==> src/rtl/mul_share_arbiter.sv <==
`default_nettype none
// ============================================================================
// Module      : mul_share_arbiter
// Description : Round-robin sharing of one multi-cycle multiplier among
//               NUM_REQ req/ack clients; all outputs registered.
// Revision    : 1.0 - initial release
// ============================================================================
module mul_share_arbiter #(
  parameter int NUM_REQ = 4,
  parameter int WIDTH   = 32
) (
  input  logic                     clk,
  input  logic                     rst,
  input  logic [NUM_REQ-1:0]       client_req,
  input  logic [NUM_REQ*WIDTH-1:0] client_a,
  input  logic [NUM_REQ*WIDTH-1:0] client_b,
  output logic [NUM_REQ-1:0]       client_ack,
  output logic [WIDTH-1:0]         client_out,
  output logic                     busy,
  output logic                     mul_req,
  output logic [WIDTH-1:0]         mul_a,
  output logic [WIDTH-1:0]         mul_b,
  input  logic [WIDTH-1:0]         mul_out,
  input  logic                     mul_ack
);

  localparam int                 c_IDX_W   = (NUM_REQ > 1) ? $clog2(NUM_REQ) : 1;
  localparam logic [c_IDX_W:0]   c_NUM_REQ = (c_IDX_W+1)'(NUM_REQ);
  localparam logic [NUM_REQ-1:0] c_ONE_HOT = {{(NUM_REQ-1){1'b0}}, 1'b1};

  typedef enum logic [1:0] {
    S_IDLE  = 2'd0,
    S_ISSUE = 2'd1,
    S_WAIT  = 2'd2,
    S_RESP  = 2'd3
  } state_t;

  state_t               r_state;
  state_t               w_state_next;
  logic [c_IDX_W-1:0]   r_rr_ptr;
  logic [c_IDX_W-1:0]   r_grant;
  logic [NUM_REQ-1:0]   r_client_ack;
  logic [WIDTH-1:0]     r_client_out;
  logic                 r_busy;
  logic                 r_mul_req;
  logic [WIDTH-1:0]     r_mul_a;
  logic [WIDTH-1:0]     r_mul_b;

  logic                 w_found;
  logic [c_IDX_W-1:0]   w_winner;
  logic [c_IDX_W:0]     w_cand;
  logic [c_IDX_W:0]     w_grant_inc;
  logic [c_IDX_W-1:0]   w_rr_next;

  // Round-robin search: first requesting client at or above r_rr_ptr, wrapping.
  always_comb begin
    w_found  = 1'b0;
    w_winner = '0;
    w_cand   = '0;
    for (int k = 0; k < NUM_REQ; k++) begin
      w_cand = {1'b0, r_rr_ptr} + (c_IDX_W+1)'(k);
      if (w_cand >= c_NUM_REQ) begin
        w_cand = w_cand - c_NUM_REQ;
      end
      if (!w_found && client_req[w_cand[c_IDX_W-1:0]]) begin
        w_found  = 1'b1;
        w_winner = w_cand[c_IDX_W-1:0];
      end
    end
  end

  always_comb begin
    w_grant_inc = {1'b0, r_grant} + {{c_IDX_W{1'b0}}, 1'b1};
    w_rr_next   = (w_grant_inc == c_NUM_REQ) ? '0 : w_grant_inc[c_IDX_W-1:0];
  end

  always_ff @(posedge clk) begin
    if (rst) begin
      r_state <= S_IDLE;
    end else begin
      r_state <= w_state_next;
    end
  end

  // A mul_ack outside WAIT is stale and never moves the FSM.
  always_comb begin
    w_state_next = r_state;
    case (r_state)
      S_IDLE:  if (w_found) w_state_next = S_ISSUE;
      S_ISSUE: w_state_next = S_WAIT;
      S_WAIT:  if (mul_ack) w_state_next = S_RESP;
      S_RESP:  w_state_next = S_IDLE;
      default: w_state_next = S_IDLE;
    endcase
  end

  // Outputs are registered from the next state so they line up with the state.
  always_ff @(posedge clk) begin
    if (rst) begin
      r_rr_ptr     <= '0;
      r_grant      <= '0;
      r_client_ack <= '0;
      r_client_out <= '0;
      r_busy       <= 1'b0;
      r_mul_req    <= 1'b0;
      r_mul_a      <= '0;
      r_mul_b      <= '0;
    end else begin
      r_busy       <= (w_state_next != S_IDLE);
      r_mul_req    <= (w_state_next == S_ISSUE);
      r_client_ack <= '0;
      r_client_out <= '0;
      case (r_state)
        S_IDLE: begin
          if (w_found) begin
            r_grant <= w_winner;
            r_mul_a <= client_a[int'(w_winner)*WIDTH +: WIDTH];
            r_mul_b <= client_b[int'(w_winner)*WIDTH +: WIDTH];
          end
        end
        S_WAIT: begin
          if (mul_ack) begin
            r_client_out <= mul_out;
            r_client_ack <= c_ONE_HOT << r_grant;
          end
        end
        S_RESP: begin
          r_rr_ptr <= w_rr_next;
        end
        default: ;
      endcase
    end
  end

  assign client_ack = r_client_ack;
  assign client_out = r_client_out;
  assign busy       = r_busy;
  assign mul_req    = r_mul_req;
  assign mul_a      = r_mul_a;
  assign mul_b      = r_mul_b;

endmodule
`default_nettype wire

==> config.mk <==
export PLATFORM = sky130hd
export DESIGN_NAME = mul_share_arbiter
export DESIGN_NICKNAME = d
export VERILOG_FILES = /design/src/rtl/mul_share_arbiter.sv
export SDC_FILE = /design/constraint.sdc
export NUM_CORES = 1
export LEC_CHECK = 0
export BUFFER_PORTS_ARGS = -buffer_cell sky130_fd_sc_hd__buf_4
export CORE_AREA = 3 3 154 156
export DETAILED_ROUTE_END_ITERATION = 6
export DIE_AREA = 0 0 157 159
export GPL_ROUTABILITY_DRIVEN = 0
export GPL_TIMING_DRIVEN = 0
export MAX_ROUTING_LAYER = met4
export PLACE_DENSITY_LB_ADDON = 0.1
export SLEW_MARGIN = 20
export SYNTH_ARGS = -nofsm -noshare
export SYNTH_HDL_FRONTEND = slang
export SYNTH_SLANG_ARGS = --single-unit
==> constraint.sdc <==
create_clock -name clk -period 2.7 [get_ports clk]
set_input_delay 0.135 -clock clk [delete_from_list [all_inputs] [get_ports clk]]
set_output_delay 0.135 -clock clk [all_outputs]
set_load 0.005 [all_outputs]
==> metrics.md <==
| Metric | Value |
|---|---|
| Status | finished, final reports clean |
| Synthesized net count | 876 |
| Final setup vio count | 0 |
| Synth Area per Inst | between 9 and 10 µm² |
| Grt met1 use | between 20 and 25% |
| First-pass iteration count of the detailed router | 5 |
| Unrepaired setup endpoints after global routing | false |
| Initial Util | between 20% and 30% |
| IO Port Bufs | between 300 and 400 |
| # placed instances | roughly 1,300 |
| Total Routed Length | around 25,000 µm |
| Post-synth top area share | around two fifths |
| Tcrit/Tclk final | approximately 88% |
| Clk pwr share | around 22% |
| Mapped Cells | 576 |
| Setup slack after layout | between 300 and 400 ps |
| Cell Pwr Density | ~660 nW/µm² |
| Flop pwr share | between 30 and 40% |
| Worst slew pin tran | 974.9 ps |
| Vias | between 6,000 and 7,000 |
| Hold path depth | 3 |
| Final global-route overflow total | 0 |
| Seq cells post-synth | between 100 and 150 |
| Top-count cell post-synth | dfxtp_1 |
| Capture point of the worst reg-to-reg path | mul_a[28]$_SDFFE_PP0P_ |
| Share of cells above drive strength 1 | 42.94% |
| Clock-pin slew on the worst setup and hold paths | ~90 ps |
| Global-route wire length before repair | ~36,000 µm |
| Worst slack, placed | 263.3 ps |
| GRT busiest layer | met2 |
| M3 GR Usage | roughly 4.6% |
| R2R depth | 6 |
| Crit path capture type | register |
| Finished Layout Cells | between 1,000 and 1,500 |
| Starting DRT DRC Count | 284 |
| Area of the multi-input gates | slightly below 3000 µm² |
| FF/Latch Area | between 2000 and 2500 µm² |
| Max-slew violation count | 0 |
| Met2 Use GR | about a third |
| Critical path fanouts, max | 10 |
| Post-Syn Area | around 5400 µm² |
| Fill cells | about 2,300 |
| Startpoint types | register |
| Post-synth ARST share | 0% |
| Worst vdd ir | 0.3137 mV |
| Int Pwr | between 0.004 and 0.005 W |
| Root Buffer | clkbuf_16 |
| Clock Sinks | ~110 |
| Cts hold-fix bufs | 32 |
| Worst min path class | in2reg |
| Critical Path RT | ~3000 ps |
| Yosys warnings | 0 |
| Critical path class | reg2reg |
| Hold EP | client_ack[0]$_SDFF_PP0_ |
| Final-stage net count | 1,315 |
| Number of setup buffers added after CTS | 0 |
| Hold Crit Start | mul_ack |
| Total GRT Usage | 19.01% |
| Fin. Hold Viols | 0 |
| Fin Hold WS | between 100 and 150 ps |
| Clk_skew | approximately 15 ps |
| Detail-routed via count per cell | around 4.8 |
| Post-detail-place hpwl | just under 20,000 µm |
| CTS tree | built |
| Seq/Total Area, Yosys | 40.22% |
| Routed Antenna Nets | 0 |
| Vias in the first global route | approximately 6,300 |
| CORE AREA | about 23,000 µm² |
| Comb pwr share | 41.6% |
| Top cells by area, synth | dfxtp_1 (40%), mux2_1 (13%), a221o_1 (12%) |
| Library cells used by synthesis | 33 |
| Drt drc | 0 |
| Initial antenna violation count | 0 |
| DIE HEIGHT | about 160 µm |
| H-tree depth | 3 |
| Post-synth top flop | dfxtp_1 |
| Post-route setup TNS | 0 ps |
| Net switching power | 0.002107 W |
| F_max | roughly 0.42 GHz |
| Switch share | about a third |
| Layout area overhead | 73.51% |
| Worst slew margin | between 30% and 40% |
| Post-synth EDFFs | 0 |
| Standard-cell row count | 55 |
| Max_cap viols | 0 |
| CTS Buffer Depth | 2 |
| Fin crit period | 2377 ps |
| Post-CTS Resized | 0 |
| Reg2reg setup slack | about 320 ps |
| I/O pin count | 397 |
| Area leader, netlist | dfxtp_1 |
| TritonCTS buffer count | 9 |
| DIE AREA | ~25,000 µm² |
| Clk_lat worst skew | 360 ps |
| Critical Path AT | about 2700 ps |
| Commonest cells post-synth | dfxtp_1 (108), a21oi_1 (69), o21ai_0 (66) |
| Drt wl/cell | around 19 µm |
| P_leak | approximately 4.3 nW |
| Die Wd | roughly 160 µm |
| Number of diodes | 0 |
| Largest net degree at the start of global routing | 21 |
| Launching point of the worst reg2reg path | r_state[0]$_SDFF_PP0_ |
## worst max-delay path by stage
stage,startpoint,to,cells after the start
floorplan,r_rr_ptr[0]$_SDFFE_PP0N_,mul_b[10]$_SDFFE_PP0P_,7
global route,r_state[0]$_SDFF_PP0_,mul_a[1]$_SDFFE_PP0P_,6
CTS,r_state[0]$_SDFF_PP0_,mul_a[24]$_SDFFE_PP0P_,6
detailed placement,r_rr_ptr[1]$_SDFFE_PP0N_,mul_b[20]$_SDFFE_PP0P_,6
finish,r_state[0]$_SDFF_PP0_,mul_a[28]$_SDFFE_PP0P_,6
global placement,r_state[0]$_SDFF_PP0_,mul_a[20]$_SDFFE_PP0P_,6
## critical path, stage by stage, from the launching register on
cell	delay [ps]
dfxtp_1	360
inv_1	80
ha_1	220
nor2b_1	160
nor2_1	750
clkbuf_1	490
a221o_1	250
## registers in the layout, indices dropped and copies added (netlist names)
signal,count
busy,1
client_ack,4
client_out,32
mul_a,32
mul_b,32
mul_req,1
r_grant,2
r_rr_ptr,2
r_state,2
## cells in the final DEF (no fill, tap or decap), types with 6 or more instances in the layout
| master | n |
|---|---|
| a21oi_1 | 69 |
| a221o_1 | 64 |
| and2_1 | 32 |
| buf_1 | 6 |
| buf_2 | 10 |
| buf_4 | 397 |
| buf_6 | 6 |
| clkbuf_1 | 34 |
| clkbuf_16 | 9 |
| dfxtp_1 | 108 |
| dlygate4sd3_1 | 32 |
| mux2_1 | 60 |
| nand3_1 | 64 |
| nor2_1 | 14 |
| o21ai_0 | 66 |
## power groups by stage
stage | logic (W) | registers, W | clock network (W)
finish | 0.00258 | 0.00225 | 0.00138
global route | 0.00282 | 0.00230 | 0.00148
CTS | 0.00263 | 0.00225 | 0.00143
detailed placement | 0.00258 | 0.00228 | 0
global placement | 0.00259 | 0.00227 | 0
floorplan | 0.00117 | 0.00229 | 0
## routing by layer
layer	wire length, µm	vias to the layer above	share of wire (%)
li1	-	3049	-
met1	9786	2869	40
met2	12510	281	51
met3	1920	23	7.8
met4	398	0	1.6
met5	0	-	0
## layout make-up
| type | instances | area share, % |
|---|---|---|
| buffer | 57 | 2.951 |
| inverter | 4 | 0.1610 |
| timing repair buffer | 428 | 35.31 |
| clock buffer | 10 | 2.562 |
| clock inverter | 6 | 0.6708 |
| sequential | 108 | 23.18 |
| multi-input combinational | 407 | 31.34 |
| tap | 285 | 3.823 |
## cells by family (layout without fill, tap and decap cells)
logic type               count (synthesis)  count (layout)  synth area share (%)
AND/OR/NAND/NOR                        134             134                 14.11
buffers and inverters                   61             505                 5.400
multiplexers                            66              66                 13.78
AO/OA/AOI/OAI                          202             202                 25.33
adder cells (fa/ha/maj)                  5               5                 1.164
flip-flops                             108             108                 40.22
## through the flow
stage / area, µm² / total power [W] / utilization [%]
floorplan: 5375 / 0.003459 / -
global placement: 8705 / 0.004860 / 38.68
detailed placement: 8705 / 0.004860 / 38.68
CTS: 9326 / 0.006301 / 41.45
global route: 9326 / 0.006602 / 41.45
finish: 9326 / 0.006199 / 41.45
Note: power is estimated with default switching activity, not from simulation.
